`src/rtl/ps2_pkg.sv`:
```
// Shared constants and types for the PS/2 keyboard receiver: scan-code set 2
// prefixes, receiver FSM states and the key-event record stored in the FIFO.
package ps2_pkg;

  localparam logic [7:0] PS2_BREAK = 8'hF0;
  localparam logic [7:0] PS2_EXT   = 8'hE0;
  localparam int         EVENT_W   = 10;

  typedef enum logic [1:0] {
    IDLE  = 2'd0,
    RX    = 2'd1,
    CHECK = 2'd2
  } rx_state_e;

  typedef struct packed {
    logic       ext;
    logic       brk;
    logic [7:0] code;
  } key_event_t;

  // Frame layout LSB-first: [0]=start, [8:1]=data, [9]=parity, [10]=stop.
  function automatic logic frame_ok(input logic [10:0] frame);
    return !frame[0] && frame[10] && (^frame[9:1]);
  endfunction

endpackage

```
`src/rtl/ps2_event_fifo.sv`:
```
// Synchronous first-word-fall-through FIFO with registered pointers; an extra
// pointer bit distinguishes full from empty. Pushes into a full FIFO are dropped.
module ps2_event_fifo #(
  parameter int unsigned WIDTH = 10,
  parameter int unsigned DEPTH = 8
) (
  input  logic             clk,
  input  logic             reset,
  input  logic             push_i,
  input  logic [WIDTH-1:0] wdata_i,
  input  logic             pop_i,
  output logic [WIDTH-1:0] rdata_o,
  output logic             empty_o,
  output logic             full_o,
  output logic             drop_o
);

  localparam int AW = $clog2(DEPTH);

  logic [WIDTH-1:0] mem [DEPTH];
  logic [AW:0]      wr_ptr_q, wr_ptr_d;
  logic [AW:0]      rd_ptr_q, rd_ptr_d;
  logic             do_push;
  logic             do_pop;

  assign empty_o = (wr_ptr_q == rd_ptr_q);
  assign full_o  = (wr_ptr_q[AW] != rd_ptr_q[AW]) &&
                   (wr_ptr_q[AW-1:0] == rd_ptr_q[AW-1:0]);
  assign do_pop  = pop_i && !empty_o;
  // A pop in the same cycle frees the slot, so a full FIFO still accepts the push.
  assign do_push = push_i && (!full_o || do_pop);
  assign drop_o  = push_i && full_o && !do_pop;
  assign rdata_o = mem[rd_ptr_q[AW-1:0]];

  always_comb begin
    wr_ptr_d = wr_ptr_q;
    rd_ptr_d = rd_ptr_q;
    if (do_push) wr_ptr_d = wr_ptr_q + (AW+1)'(1);
    if (do_pop)  rd_ptr_d = rd_ptr_q + (AW+1)'(1);
  end

  always_ff @(posedge clk) begin
    if (reset) begin
      wr_ptr_q <= '0;
      rd_ptr_q <= '0;
    end else begin
      wr_ptr_q <= wr_ptr_d;
      rd_ptr_q <= rd_ptr_d;
    end
  end

  // NOTE: storage is deliberately not reset; empty/full come from the pointers
  // alone, so stale entries are never observable and the array can map to RAM.
  always_ff @(posedge clk) begin
    if (do_push) mem[wr_ptr_q[AW-1:0]] <= wdata_i;
  end

endmodule

```
`src/rtl/ps2_key_receiver.sv`:
```
// PS/2 device-to-host receiver: pin synchronisers, ps2c glitch filter, frame FSM,
// set-2 prefix decoder and key-event FIFO. Define REPEAT_FILTER_EN to suppress typematic makes.
module ps2_key_receiver
  import ps2_pkg::*;
#(
  parameter int unsigned FILTER_LEN     = 8,
  parameter int unsigned FIFO_DEPTH     = 8,
  parameter int unsigned TIMEOUT_CYCLES = 200000
) (
  input  logic       clk,
  input  logic       reset,
  input  logic       ps2d,
  input  logic       ps2c,
  input  logic       rx_en,
  output logic       rx_done_tick,
  output logic [7:0] dout,
  output logic       parity_err,
  output logic       key_valid,
  output logic [7:0] key_code,
  output logic       key_ext,
  output logic       key_break,
  input  logic       key_rd,
  output logic       fifo_full,
  output logic       overflow
);

  localparam int FCW = $clog2(FILTER_LEN + 1);
  localparam int TW  = $clog2(TIMEOUT_CYCLES + 1);

  logic           ps2c_meta_q, ps2c_sync_q, ps2d_meta_q, ps2d_sync_q;
  logic           filt_q, filt_d;
  logic [FCW-1:0] filt_cnt_q, filt_cnt_d;
  logic           fall_tick_q;

  rx_state_e      state_q, state_d;
  logic [3:0]     bit_cnt_q, bit_cnt_d;
  logic [10:0]    shift_q, shift_d;
  logic [TW-1:0]  tmo_q, tmo_d;
  logic           rx_done, frame_err;
  logic [7:0]     dout_q;

  logic           ext_q, ext_d, brk_q, brk_d;
  logic           push_q, push_d;
  key_event_t     ev_q, ev_d;
  logic           overflow_q;
`ifdef REPEAT_FILTER_EN
  logic [8:0]     last_make_q, last_make_d;
  logic           last_make_vld_q, last_make_vld_d;
`endif

  logic [EVENT_W-1:0] head_raw;
  key_event_t         head;
  logic               fifo_empty, fifo_drop;

  // Filter: flip only after FILTER_LEN consecutive samples disagree with it.
  always_comb begin
    filt_d     = filt_q;
    filt_cnt_d = '0;
    if (ps2c_sync_q != filt_q) begin
      if (filt_cnt_q == FCW'(FILTER_LEN - 1)) filt_d = ps2c_sync_q;
      else                                    filt_cnt_d = filt_cnt_q + FCW'(1);
    end
  end

  // NOTE: every always_comb output is given a default before any branch, so no
  // path leaves a signal unassigned and no latch is inferred.
  always_comb begin
    state_d   = state_q;
    bit_cnt_d = bit_cnt_q;
    shift_d   = shift_q;
    tmo_d     = tmo_q;
    rx_done   = 1'b0;
    frame_err = 1'b0;
    case (state_q)
      IDLE: begin
        if (fall_tick_q && rx_en) begin
          shift_d   = {ps2d_sync_q, shift_q[10:1]};
          bit_cnt_d = 4'd1;
          tmo_d     = '0;
          state_d   = RX;
        end
      end
      RX: begin
        if (fall_tick_q) begin
          shift_d = {ps2d_sync_q, shift_q[10:1]};
          tmo_d   = '0;
          if (bit_cnt_q == 4'd10) begin
            bit_cnt_d = '0;
            state_d   = CHECK;
          end else begin
            bit_cnt_d = bit_cnt_q + 4'd1;
          end
        end else if (tmo_q == TW'(TIMEOUT_CYCLES - 1)) begin
          frame_err = 1'b1;
          bit_cnt_d = '0;
          tmo_d     = '0;
          state_d   = IDLE;
        end else begin
          tmo_d = tmo_q + TW'(1);
        end
      end
      CHECK: begin
        state_d = IDLE;
        if (frame_ok(shift_q)) rx_done   = 1'b1;
        else                   frame_err = 1'b1;
      end
      default: state_d = IDLE;
    endcase
  end

  // Prefix decoder: E0/F0 only arm flags; any other byte becomes an event.
  always_comb begin
    ext_d  = ext_q;
    brk_d  = brk_q;
    push_d = 1'b0;
    ev_d   = ev_q;
`ifdef REPEAT_FILTER_EN
    last_make_d     = last_make_q;
    last_make_vld_d = last_make_vld_q;
`endif
    if (rx_done) begin
      if (shift_q[8:1] == PS2_EXT) begin
        ext_d = 1'b1;
      end else if (shift_q[8:1] == PS2_BREAK) begin
        brk_d = 1'b1;
      end else begin
        ev_d   = '{ext: ext_q, brk: brk_q, code: shift_q[8:1]};
        push_d = 1'b1;
        ext_d  = 1'b0;
        brk_d  = 1'b0;
`ifdef REPEAT_FILTER_EN
        if (!brk_q) begin
          if (last_make_vld_q && (last_make_q == {ext_q, shift_q[8:1]})) begin
            push_d = 1'b0;
          end else begin
            last_make_d     = {ext_q, shift_q[8:1]};
            last_make_vld_d = 1'b1;
          end
        end else if (last_make_q == {ext_q, shift_q[8:1]}) begin
          last_make_vld_d = 1'b0;
        end
`endif
      end
    end
  end

  // NOTE: all state registers use non-blocking assignments so every flop samples
  // values from before the clock edge, independent of statement order.
  always_ff @(posedge clk) begin
    if (reset) begin
      ps2c_meta_q <= 1'b1;
      ps2c_sync_q <= 1'b1;
      ps2d_meta_q <= 1'b1;
      ps2d_sync_q <= 1'b1;
      filt_q      <= 1'b1;
      filt_cnt_q  <= '0;
      fall_tick_q <= 1'b0;
      state_q     <= IDLE;
      bit_cnt_q   <= '0;
      shift_q     <= '0;
      tmo_q       <= '0;
      dout_q      <= '0;
      ext_q       <= 1'b0;
      brk_q       <= 1'b0;
      push_q      <= 1'b0;
      ev_q        <= '0;
      overflow_q  <= 1'b0;
    end else begin
      ps2c_meta_q <= ps2c;
      ps2c_sync_q <= ps2c_meta_q;
      ps2d_meta_q <= ps2d;
      ps2d_sync_q <= ps2d_meta_q;
      filt_q      <= filt_d;
      filt_cnt_q  <= filt_cnt_d;
      fall_tick_q <= filt_q && !filt_d;
      state_q     <= state_d;
      bit_cnt_q   <= bit_cnt_d;
      shift_q     <= shift_d;
      tmo_q       <= tmo_d;
      if (rx_done) dout_q <= shift_q[8:1];
      ext_q       <= ext_d;
      brk_q       <= brk_d;
      push_q      <= push_d;
      ev_q        <= ev_d;
      overflow_q  <= overflow_q || fifo_drop;
    end
  end

`ifdef REPEAT_FILTER_EN
  always_ff @(posedge clk) begin
    if (reset) begin
      last_make_q     <= '0;
      last_make_vld_q <= 1'b0;
    end else begin
      last_make_q     <= last_make_d;
      last_make_vld_q <= last_make_vld_d;
    end
  end
`endif

  ps2_event_fifo #(
    .WIDTH (EVENT_W),
    .DEPTH (FIFO_DEPTH)
  ) u_fifo (
    .clk     (clk),
    .reset   (reset),
    .push_i  (push_q),
    .wdata_i (ev_q),
    .pop_i   (key_rd),
    .rdata_o (head_raw),
    .empty_o (fifo_empty),
    .full_o  (fifo_full),
    .drop_o  (fifo_drop)
  );

  assign head         = key_event_t'(head_raw);
  assign key_valid    = !fifo_empty;
  assign key_code     = key_valid ? head.code : 8'h00;
  assign key_ext      = key_valid && head.ext;
  assign key_break    = key_valid && head.brk;
  assign rx_done_tick = rx_done;
  assign parity_err   = frame_err;
  assign dout         = dout_q;
  assign overflow     = overflow_q;

endmodule

```
`config.mk`:
```
export PLATFORM = sky130hd
export DESIGN_NAME = ps2_key_receiver
export DESIGN_NICKNAME = d
export VERILOG_FILES = /design/src/rtl/ps2_pkg.sv /design/src/rtl/ps2_event_fifo.sv /design/src/rtl/ps2_key_receiver.sv
export SDC_FILE = /design/constraint.sdc
export NUM_CORES = 1
export LEC_CHECK = 0
export BUFFER_PORTS_ARGS = -buffer_cell sky130_fd_sc_hd__buf_4
export CAP_MARGIN = 20
export CELL_PAD_IN_SITES_DETAIL_PLACEMENT = 2
export CELL_PAD_IN_SITES_GLOBAL_PLACEMENT = 2
export CORE_ASPECT_RATIO = 1.75
export CORE_MARGIN = 2
export CORE_UTILIZATION = 43
export DETAILED_ROUTE_END_ITERATION = 10
export PLACE_DENSITY = 0.86
export SYNTH_ARGS = -nofsm -noshare
export SYNTH_HDL_FRONTEND = slang
export SYNTH_HIERARCHICAL = 1
export SYNTH_SLANG_ARGS = --single-unit
```
`constraint.sdc`:
```
create_clock -name clk -period 2.5 [get_ports clk]
set_input_delay 0.125 -clock clk [delete_from_list [all_inputs] [get_ports clk]]
set_output_delay 0.125 -clock clk [all_outputs]
set_load 0.005 [all_outputs]
```
**Yosys cells after proc, flatten, opt, wreduce, memory -nomap -nowiden**

Memory sizes are Yosys's and may differ from the RTL's. A register that Yosys moved wholly into a read port is not among the register bits.
Index checks and enable logic that the tools add are counted.

- Register bits: 75
- Latch bits: 0
- RAM bits: 80
- Bits in read-only memories: 0
- Input port bits: 6
- Word-level logic and storage cells: 111
- Memories: 1

Memories:

| name | depth | width | rd ports | clocked after memory_dff | write ports | line | RTL |
|---|---|---|---|---|---|---|---|
| u_fifo.mem | 8 | 10 | 1 | 1 | 1 | ps2_event_fifo.sv:20 | `logic [WIDTH-1:0] mem [DEPTH];` |

- Add/subtract/negate cells: 5
- Multiply operators: 0
- Div/mod/pow operators: 0
- $lt $le $gt $ge: 0
- Eq/ne operators: 16
- Shift-type cells: 0
- Muxes and demuxes: 34
- Bitwise logic cells: 4
- Reduce and logical (&&, ||, !) cells: 30

Operator list:

| operator | number |
|---|---|
| 18-bit two-way mux | 3 |
| 18-bit case mux with 2 select lines | 1 |
| 11-bit two-way mux | 2 |
| 11-bit case mux with 2 select lines | 1 |
| 18-bit by 1-bit adder with 18-bit output (second input constant) | 1 |
| 18-bit equality test (second input constant) | 1 |
| 4-bit by 1-bit adder with 4-bit output (second input constant) | 4 |
| 8-bit equality test (second input constant) | 2 |
| 4-bit two-way mux | 4 |
| 1-bit two-way mux | 13 |
| 3-bit AND reduction | 4 |
| 1-bit logical AND | 11 |
| 9-bit parity | 1 |
| 2-bit two-way mux | 4 |
| 8-bit two-way mux | 1 |
| 4-bit case mux with 2 select lines | 1 |
| 3-bit two-way mux | 2 |
| 2-bit inequality test (second input constant) | 3 |
| 3-bit inequality test (second input constant) | 2 |
| 2-bit AND reduction | 3 |
| 3-bit OR reduction | 2 |
| 1-bit zero test | 5 |
| 4-bit by 3-bit equality test with 1-bit output (second input constant) | 1 |
| 4-bit equality test | 1 |
| other kinds (11) | 16 |

**Depth between registers and ports, before layout**

Gate-level depths: netlist of the first run.

- Word-level depth: 7
- Gate-level depth with buffers: 8

**By module**

Netlist of the first run, hierarchy kept.

Modules (own cells, without submodules):

| module | times used | cells an instance | area an instance (µm²) |
|---|---|---|---|
| ps2_event_fifo | 1 | 187 | 3608.5 |
| ps2_key_receiver | 1 | 343 | 3195.6 |

**Worst setup path before layout of the first run**

Ideal clock, no wire load.

- Path kind: reg-to-reg
- Start point: register u_fifo.wr_ptr_q[1]
- End point: memory u_fifo.mem[0][0] (enable)
- Library setup time: 404 ps
- Arrival: 1930 ps
- Path slack: 166 ps
- Cell stages (with the launch flop): 6
- Cell sequence: dfxtp_1 > buf_4 > xnor2_1 > nand4_1 > o21ai_0 > nor4_1

- Word-level cells in the longest chain between the ends: 7
- Elaborated cells on any way between the ends: 10
- Classes of those cells: eq/ne (2); mux (2); reduce/logical (6)

Ends and longest elaborated chain:

| item | line | RTL |
|---|---|---|
| from (decl) | ps2_event_fifo.sv:21 | `logic [AW:0] wr_ptr_q, wr_ptr_d;` |
| from (signal assigned) | ps2_event_fifo.sv:47 | `wr_ptr_q <= wr_ptr_d;` |
| 4-bit equality test or 3-bit equality test (tied branches) | ps2_event_fifo.sv:26, ps2_event_fifo.sv:28 |  |
| 1-bit zero test or 1-bit logical AND (tied branches) | ps2_event_fifo.sv:29, ps2_event_fifo.sv:27 |  |
| 1-bit logical AND or 1-bit zero test (tied branches) | ps2_event_fifo.sv:29, ps2_event_fifo.sv:31 |  |
| 1-bit logical OR | ps2_event_fifo.sv:31 | `assign do_push = push_i && (!full_o \|\| do_pop);` |
| 1-bit logical AND | ps2_event_fifo.sv:31 |  |
| 1-bit two-way mux | ps2_event_fifo.sv:55 | `if (do_push) mem[wr_ptr_q[AW-1:0]] <= wdata_i;` |
| 1-bit two-way mux (implied by the code) | ps2_event_fifo.sv:55 |  |
| to (decl) | ps2_event_fifo.sv:20 |  |

Parallel ways exist; a longest one is shown, timed or not.

**Final worst setup path of the first run**

- Start point: register shift_q[1]
- End point: output parity_err

- Word-level cells in the longest chain between the ends: 4

Ends and longest elaborated chain:

| item | line | RTL |
|---|---|---|
| from (decl) | ps2_key_receiver.sv:37 | `logic [10:0] shift_q, shift_d;` |
| from (signal assigned) | ps2_key_receiver.sv:178 | `shift_q <= shift_d;` |
| 9-bit parity | ps2_pkg.sv:23 | `return !frame[0] && frame[10] && (^frame[9:1]);` |
| 1-bit logical AND | ps2_pkg.sv:23 |  |
| 1-bit two-way mux | ps2_key_receiver.sv:104 | `if (frame_ok(shift_q)) rx_done = 1'b1;` |
| 1-bit case mux with 2 select lines | ps2_key_receiver.sv:74 | `case (state_q)` |
| to (decl) | ps2_key_receiver.sv:17 | `output logic parity_err,` |

Every way passes these cells.

==> flow_summary.yaml, run 1 <==
detailed_routing:
  wirelength_um: 22100
  final_antenna_net_count: 0
  via_per_inst: 6.00
  initialDrtViolationCount: 254
  route.detailed.drc: 0
  num_vias: 4731
  dr.pass1.iters: 4
  wl_per_cell_um: 28.0
synth:
  synth_area_leaders: "edfxtp_1 (35%), dfxtp_1 (23%), mux4_2 (6.6%), ha_1 (2.6%), mux2i_1 (2.4%)"
  synth_top_family_by_area: "simple AND/OR/NAND/NOR gates"
  yosysSeqAreaShare: 0.583
  synth_ff_type: "edfxtp_1"
  synthTopCellsByCount: "edfxtp_1 (80), dfxtp_1 (78), nor2_1 (35)"
  synthAdderAreaFrac: 0.0257
  avgSynthCellArea_um2: 12.8
  synth_edf_count: 80
  synth.most_common_cell: "edfxtp_1"
  async_flop_share: 0
  synthSimpleGateAreaFrac: 0.124
  yosys_warnings: 6
  synth_area_mm2: 0.00680
  ys_ff_latch: 158
  synthCells: 530
  synth_mux_area_frac: 0.111
  synthXorXnorAreaFrac: 0.0267
  synth-compound-area-share: 0.0960
  syn-num-nets: 550
  netlist.area_leader.share: 0.353
  synth_cell_type_count: 72
  synth_top_area_cell: "edfxtp_1"
worst_setup_path:
  crit_chain: "inv_1 -> ha_1 -> xnor3_2 -> xnor2_2 -> buf_4 -> o311ai_4 -> o41ai_2 -> buf_4"
  worstPathRequired_ns: 2.38
  crit_slowest_cell: "ha_1"
  slowest_delay_ns: 0.37
  crit_type: "flop to output port"
  crit_fanout: 2
  r2r-start: "shift_q[1]"
  end_kind: "output port"
  cpMostUsedCell: "buf_4"
  critPathLaunch: "shift_q[1]"
  worstPathArrival_ns: 2.54
  critPathLaunchType: "flop"
layout:
  insertedDiodeCount: 0
  finalNetCount: 610
  layout-area-overhead-vs-synth_pct: 19.2
  final_util: 0.524
  drive_gt1_frac: 0.267
placed_design:
  place_hpwl_um: 13600
  gp_congestion: 0.772
  portBuffers: 28
clock_network:
  clk_pin_slew_ns: 0.07
  tritoncts: "yes"
  cts_buffers: 17
  cts_max_path_buffers: 2
  root_buffer: "clkbuf_16"
  clock_sinks: 158
  cts-htree-levels: 4
  clock_latency_ns: 0.45
timing:
  slew_headroom: 0.420
  timing.final.crit_share: 1.06
  setup_slack_ns: -0.161
  fin_skew_ns: 0.0194
  fin_tns_setup_ns: -0.442
  finalSetupViolCount: 11
  hold_viol: 0
  tightest_slew_ns: 0.866
  fmax_mhz: 376
  slew_violations: 0
  period_needed_ns: 2.66
floorplanning:
  core_mm2: 0.0155
  die_y_um: 170
  rows: 60
  io_pins: 29
  initial_utilization: 0.440
  die_area_mm2: 0.0169
  die_w_um: 99.1
global_routing:
  busiest_layer: "met2"
  grt_pass1_wl_um: 32200
  track_usage: 0.257
  met1_usage: 0.264
  grt_use_met2: 0.500
  grt_max_degree: 37
  grt-ovfl-total: 0
  met3_usage: 0.0345
  grt_pass1_vias: 5325
  grt_antenna_before_repair: 0
power:
  p_leak_nw: 3.06
  p_per_area_mw_per_mm2: 679
  peakVddDrop_mv: 0.455
min_path:
  hp-class: "primary input to flop"
  hold_start: "rx_en"
status:
  status: "finished, violations left"
  violations: "negative setup slack"
run:
  max_cap_viol_count: 0
-- state kept, by name, indices dropped and copies added, names as in the netlist, 2 cells and up, named ones only --
name,flops
tmo_q,18
filt_cnt_q,4
ev_q,10
u_fifo/wr_ptr_q,4
dout,8
shift_q,11
bit_cnt_q,4
u_fifo/mem,80
state_q,2
u_fifo/rd_ptr_q,4
-- layer usage --
layer / wire [µm] / vias up / share of wire
met4: 987 / 0 / 0.045
met3: 611 / 58 / 0.028
met2: 12600 / 118 / 0.57
li1: - / 2098 / -
met1: 7870 / 2457 / 0.36
met5: 0 / - / 0
-- cell families after synthesis --
logic type      count (synthesis)
compound gates                 92
xor+xnor                       16
fa+ha+maj                      14
buf+inv                        50
flops                         158
mux                            49
simple gates                  151
-- layout by cell type, fill, tap and decap left out, drive strengths merged, types with 16 or more instances in the layout --
master  instances
nand3          17
clkbuf         17
edfxtp         80
a21oi          23
o21ai          26
dfxtp          78
buf            63
mux2i          16
inv            31
mux4           20
nor2           35
nand2          19
-- layout make-up --
cell class / instances / area, µm²
fill: 1463 / 7360
sequential: 158 / 3970
multi-input combinational: 322 / 2700
timing repair buffer: 67 / 520
clock buffer: 17 / 425
tap: 186 / 233
clock inverter: 15 / 173
inverter: 24 / 90.1
-- stage by stage --
| step | hold WS, ns | setup WS [ns] | instances | total power, mW | instance area [µm²] |
|---|---|---|---|---|---|
| 4_1_cts | 0.110 | -0.202 | 783 | 5.50 | 7990 |
| 3_5_place_dp | 0.314 | -0.116 | 747 | 2.81 | 7330 |
| 5_1_grt | 0.160 | -0.192 | 789 | 5.64 | 8110 |
| 2_1_floorplan | 0.229 | 0.166 | 530 | 2.79 | 6800 |
| 6_report | 0.136 | -0.161 | 789 | 5.51 | 8110 |
| 3_3_place_gp | 0.316 | 0.146 | 747 | 2.81 | 7330 |
-- where the power goes --
group	switching, mW	internal (mW)
combinational	0.0411	0.0235
clock	1.24	1.51
sequential	0.00240	2.70
-- worst max-delay path, delay by kind of cell, from the launching register on --
kind / cells / cell delay, ns
DFF: 1 / 0.35
buffers and inverters: 3 / 0.40
adders and majority gates: 1 / 0.37
AOI/OAI and AO/OA: 2 / 0.43
xor gates and xnor gates: 2 / 0.56
-- final timing paths --
check           endpoint  slack, ns  cells past startpoint
max reg2reg      ev_q[0]      -0.06                      8
min reg2reg  ps2d_sync_q       0.42                      1
min           state_q[1]       0.14                      5
max           parity_err      -0.16                      8
-- timing repair --
item / 4_1_cts / 5_1_grt
pin swaps: 0 / 5
endpoints found under the hold margin: 4 / 0
hold buffers: 4 / 0
buffers inserted: 0 / 4
endpoints found under the setup margin: 12 / 3
resized for setup: 5 / 12
(Power assumes the default switching activity.)
==> inputs of run 2 (changes only) <==
- CORE_UTILIZATION: 43 -> 40
- PLACE_DENSITY: 0.86 -> 0.81
==> run 2 against run 1 <==
Effect of this change:
- the run now ends clean
- worst setup slack improved by 0.24 ns
- die area increased by 7.3%
- clock power increased by 7%
- critical path type unchanged
- total power increased by 3.1%
- largest cell class unchanged
==> flow_summary.yaml, run 2 (synthesis gave the netlist of run 1 again) <==
status:
  status: "finished clean"
layout:
  final_cell_area_mm2: 0.00818
  final_cell_mix: "edfxtp_1 (80), dfxtp_1 (75), buf_4 (62)"
  final_util: 0.487
  nFillCells: 1623
  drive_gt1_frac: 0.264
  finalNetCount: 609
  insertedDiodeCount: 0
  largest_reg_flops: 80
  mostFrequentLayoutCell: "edfxtp_1"
  layout-area-overhead-vs-synth_pct: 20.2
power:
  p_leak_nw: 3.08
  power_switching_mw: 1.25
  internal_power_mw: 4.43
  peakVddDrop_mv: 0.437
  p_per_area_mw_per_mm2: 694
  pwr-share-seq: 0.475
  p_comb_frac: 0.011
  p_sw_frac: 0.220
  clkPwrFrac: 0.514
timing:
  fmax_mhz: 412
  period_needed_ns: 2.43
  fin_tns_setup_ns: 0
  slew_headroom: 0.474
  finalSetupViolCount: 0
  hold_viol: 0
  tightest_slew_ns: 0.785
  fin_skew_ns: 0.0103
  hold-worst-slack_ns: 0.0299
  slew_violations: 0
  rsz0062_at_grt: "no"
  timing.final.crit_share: 0.970
min_path:
  hold_start: "key_rd"
  whs_path_depth: 3
  hp-class: "primary input to flop"
  whs_endpoint: "u_fifo/wr_ptr_q[2]"
detailed_routing:
  final_antenna_net_count: 0
  dr.pass1.iters: 4
  wirelength_um: 19600
  route.detailed.drc: 0
  wl_per_cell_um: 23.6
  num_vias: 4555
  via_per_inst: 5.49
  initialDrtViolationCount: 143
run:
  max_cap_viol_count: 0
worst_setup_path:
  end_kind: "output port"
  worstPathRequired_ns: 2.38
  cpMostUsedCell: "buf_4"
  r2r_end: "u_fifo/mem[2][2]"
  crit_chain: "inv_1 -> ha_4 -> xnor3_2 -> xnor2_2 -> buf_4 -> o311ai_4 -> o41ai_2 -> buf_4"
  cp_top_family: "XOR/XNOR gates"
  r2r-start: "u_fifo/wr_ptr_q[1]"
  critPathLaunchType: "flop"
  ff2ff_setup_slack_ns: 0.19
  worstPathArrival_ns: 2.30
  crit_fanout: 2
  critPathLaunch: "shift_q[1]"
  path_buf_inv: 3
  r2r_cells: 5
  crit_type: "flop to output port"
  slowest_delay_ns: 0.39
  crit_slowest_cell: "xnor3_2"
placed_design:
  dpl-instance-area_mm2: 0.00741
  portBuffers: 28
  gp_congestion: 0.828
  place_hpwl_um: 12600
global_routing:
  grt_pass1_vias: 5151
  track_usage: 0.230
  grt_max_degree: 32
  grt-ovfl-total: 0
  grt_pass1_wl_um: 30200
  grt_antenna_before_repair: 0
floorplanning:
  die_area_mm2: 0.0181
  io_pins: 29
  die_y_um: 177
  core_mm2: 0.0168
  initial_utilization: 0.405
  rows: 63
  die_w_um: 103
clock_network:
  clock_latency_ns: 0.43
  cts_buffers: 17
  clk_pin_slew_ns: 0.07
  root_buffer: "clkbuf_16"
  clock_sinks: 158
  cts_max_path_buffers: 2
  cts-htree-levels: 4
  tritoncts: "yes"
run 2: changes by cell type in the layout (fill, tap and decap cells not counted), moves of 2 or more:
cell,before,now
buf_6,2,0
bufinv_16,2,4
dfxtp_1,73,75
dfxtp_2,5,3
run 2: area by class of cell:
type	count	area, µm²	share of cell area
flip-flops and latches	158	3970	0.485
clock inverters	15	220	0.0269
well taps	227	284	0.0347
multi-input cells	322	2680	0.327
clock buffers	17	425	0.0520
inverters	24	90.1	0.0110
repair buffers	66	515	0.0630
run 2: routing by layer:
layer | track usage | vias to the layer above | wire length, µm
met5 | 0 | - | 0
met4 | 0.0900 | 0 | 555
met3 | 0.0368 | 36 | 369
met2 | 0.455 | 68 | 11700
met1 | 0.228 | 2354 | 7010
li1 | - | 2097 | -
run 2: worst register-to-register path, cell delays in order, from the launching register on:
cell	delay, ns
dfxtp_1	0.58
xnor2_1	0.24
nand4_1	0.25
o21ai_0	0.60
nor3_1	0.14
buf_4	0.24
run 2: how the worst max path moves through the flow:
| stage | to | depth (start not counted) |
|---|---|---|
| floorplan | u_fifo/mem[0][0] | 5 |
| global placement | ev_q[4] | 6 |
| detailed placement | ev_q[8] | 6 |
| CTS | parity_err | 6 |
| global route | u_fifo/mem[2][2] | 5 |
| finish | parity_err | 8 |
run 2: repair_timing:
item	in CTS	in global routing
setup buffers	2	1
hold buffers	3	0
gates cloned	0	0
pin swaps	1	2
endpoints found under the hold margin	3	0
gates resized for setup	9	4
setup endpoints to repair	14	1
run 2: power groups by stage:
stage | clock (mW) | sequential [mW] | combinational [mW]
2_1_floorplan | 0 | 2.76 | 0.0342
6_report | 2.92 | 2.70 | 0.0643
3_5_place_dp | 0 | 2.76 | 0.0575
4_1_cts | 2.96 | 2.70 | 0.0637
5_1_grt | 3.06 | 2.70 | 0.0709
3_3_place_gp | 0 | 2.76 | 0.0543
run 2: metrics by stage:
step           cells  power [mW]  setup slack (ns)
3_3_place_gp     791        2.81             0.111
3_5_place_dp     791        2.81           -0.0810
2_1_floorplan    530        2.79             0.166
4_1_cts          828        5.72            0.0195
5_1_grt          829        5.83           0.00561
6_report         829        5.68            0.0740
==> inputs of run 3 (changes only) <==
- PLACE_DENSITY: 0.81 -> 0.82
- SYNTH_HIERARCHICAL: 1 -> default
==> run 3 against run 2 <==
Effect of this change:
- clock power shrank 6%
- largest cell class unchanged
- hold slack gained 0.051 ns
- total power shrank 3.4%
- highest routed layer unchanged
- largest power group unchanged
==> flow_summary.yaml, run 3 <==
clock_network:
  cts_buffers: 17
  cts-htree-levels: 4
  clock_sinks: 158
  clk_pin_slew_ns: 0.07
  clock_latency_ns: 0.42
  root_buffer: "clkbuf_16"
  tritoncts: "yes"
  cts_max_path_buffers: 2
worst_setup_path:
  r2r-start: "u_fifo.rd_ptr_q[2]"
  end_kind: "output port"
  crit_fanout: 5
  worstPathRequired_ns: 2.38
  crit_type: "flop to output port"
  worstPathArrival_ns: 2.32
  critPathLaunch: "shift_q[8]"
  critPathLaunchType: "flop"
power:
  p_per_area_mw_per_mm2: 711
  p_leak_nw: 2.79
  finalPower_mw: 5.49
  peakVddDrop_mv: 0.388
global_routing:
  grt_pass1_wl_um: 27100
  grt_antenna_before_repair: 0
  track_usage: 0.205
  grt_max_degree: 67
  grt_pass1_vias: 4877
  grt-ovfl-total: 0
floorplanning:
  rows: 61
  die_area_mm2: 0.0174
  initial_utilization: 0.410
  die_w_um: 101
  io_pins: 29
  core_mm2: 0.0160
  die_y_um: 173
synth:
  yosysSeqAreaShare: 0.606
  yosys_warnings: 0
  synthTopCellsByCount: "nor2_1 (82), edfxtp_1 (80), dfxtp_1 (78)"
  synth_ff_type: "edfxtp_1"
  synth_top_area_cell: "edfxtp_1"
  synth_area_leaders: "edfxtp_1 (37%), dfxtp_1 (24%), mux4_2 (6.9%), mux2i_1 (5.4%), nor2_1 (4.7%)"
  async_flop_share: 0
  netlist.area_leader.share: 0.367
  synth_area_mm2: 0.00654
  syn-num-nets: 545
  synth_cell_type_count: 53
  synth_edf_count: 80
  synthCells: 525
  synth.most_common_cell: "nor2_1"
  avgSynthCellArea_um2: 12.5
  ys_ff_latch: 158
placed_design:
  place_inst: 737
  portBuffers: 28
  gp_congestion: 0.748
  dpl-instance-area_mm2: 0.00702
  place_hpwl_um: 11600
timing:
  period_needed_ns: 2.45
  slew_headroom: 0.341
  finalSetupViolCount: 0
  tightest_slew_ns: 0.985
  hold_viol: 0
  timing.final.crit_share: 0.979
  fin_skew_ns: 0.0122
  hold-worst-slack_ns: 0.0809
  slew_violations: 0
  fmax_mhz: 409
layout:
  mostFrequentLayoutCell: "edfxtp_1"
  largest_reg_flops: 80
  nFillCells: 1532
  multi_input_area_mm2: 0.00244
  drive_gt1_frac: 0.207
  layout-area-overhead-vs-synth_pct: 18.1
  finalNetCount: 592
  seqCellArea_mm2: 0.00397
  final_cell_mix: "edfxtp_1 (80), nor2_1 (79), dfxtp_1 (75)"
  final_cell_area_mm2: 0.00772
  final_cells: 774
  insertedDiodeCount: 0
detailed_routing:
  route.detailed.drc: 0
  initialDrtViolationCount: 172
  dr.pass1.iters: 4
  via_per_inst: 5.49
  wirelength_um: 17100
  num_vias: 4246
  wl_per_cell_um: 22.1
  final_antenna_net_count: 0
min_path:
  hold_start: "rx_en"
  hp-class: "primary input to flop"
status:
  status: "finished clean"
run:
  max_cap_viol_count: 0
==> run 3: worst max-delay path, cell delays in order (launching register included) <==
cell and delay [ns]:
dfxtp_1 0.42, ha_1 0.28, xnor3_1 0.38, xnor2_2 0.23, buf_4 0.16, a21oi_1 0.08, a41o_1 0.22, buf_4 0.14
==> run 3: final timing paths <==
kind | endpoint | slack, ns | depth (start not counted)
worst max-delay path | parity_err | 0.05 | 7
worst min register to register | ps2c_sync_q | 0.41 | 1
worst min-delay path | state_q[0] | 0.08 | 3
worst max register to register | u_fifo.mem[2][8] | 0.17 | 5
==> run 3: through the flow <==
| step | util | setup slack (ns) | setup TNS (ns) |
|---|---|---|---|
| floorplan | - | 0.0403 | 0 |
| global placement | 0.440 | 0.202 | 0 |
| detailed placement | 0.440 | -0.00965 | -0.0832 |
| CTS | 0.482 | -0.0945 | -0.0945 |
| global route | 0.484 | -0.0273 | -0.0524 |
| finish | 0.484 | 0.0536 | 0 |
==> run 3: area by class of cell <==
class	instances	share of cell area
clock inverters	15	0.0262
repair buffers	50	0.0497
clock buffers	17	0.0551
multi-input cells	328	0.316
inverters	17	0.00826
well taps	189	0.0306
flip-flops and latches	158	0.514
==> run 3: report_power, final <==
part           switching, mW  internal, mW
clock                   1.14          1.61
sequential           0.00174          2.70
combinational         0.0246        0.0117
total                   1.17          4.32
==> run 3: layer usage <==
metal	track usage	vias up	routed length (µm)
li1	-	1997	-
met1	0.207	2178	6280
met2	0.409	51	10200
met3	0.0348	20	282
met4	0.0599	0	296
met5	0	-	0
==> run 3: logic make-up (layout without fill, tap and decap cells) <==
group,after synthesis,after routing,share of synthesized area
AND/OR/NAND/NOR,186,186,0.139
flip-flops,158,158,0.606
multiplexers,55,55,0.122
AO/OA/AOI/OAI,49,49,0.0469
buffers and inverters,39,99,0.0247
XOR/XNOR,24,24,0.0343
adder cells (fa/ha/maj),14,14,0.0268
==> run 3: repair_timing <==
action,in CTS,in global routing
hold endpoints to repair,2,0
setup buffers,0,2
gates cloned,0,0
pin swaps,0,1
setup endpoints to repair,32,2
hold buffers,2,0
resized for setup,4,4
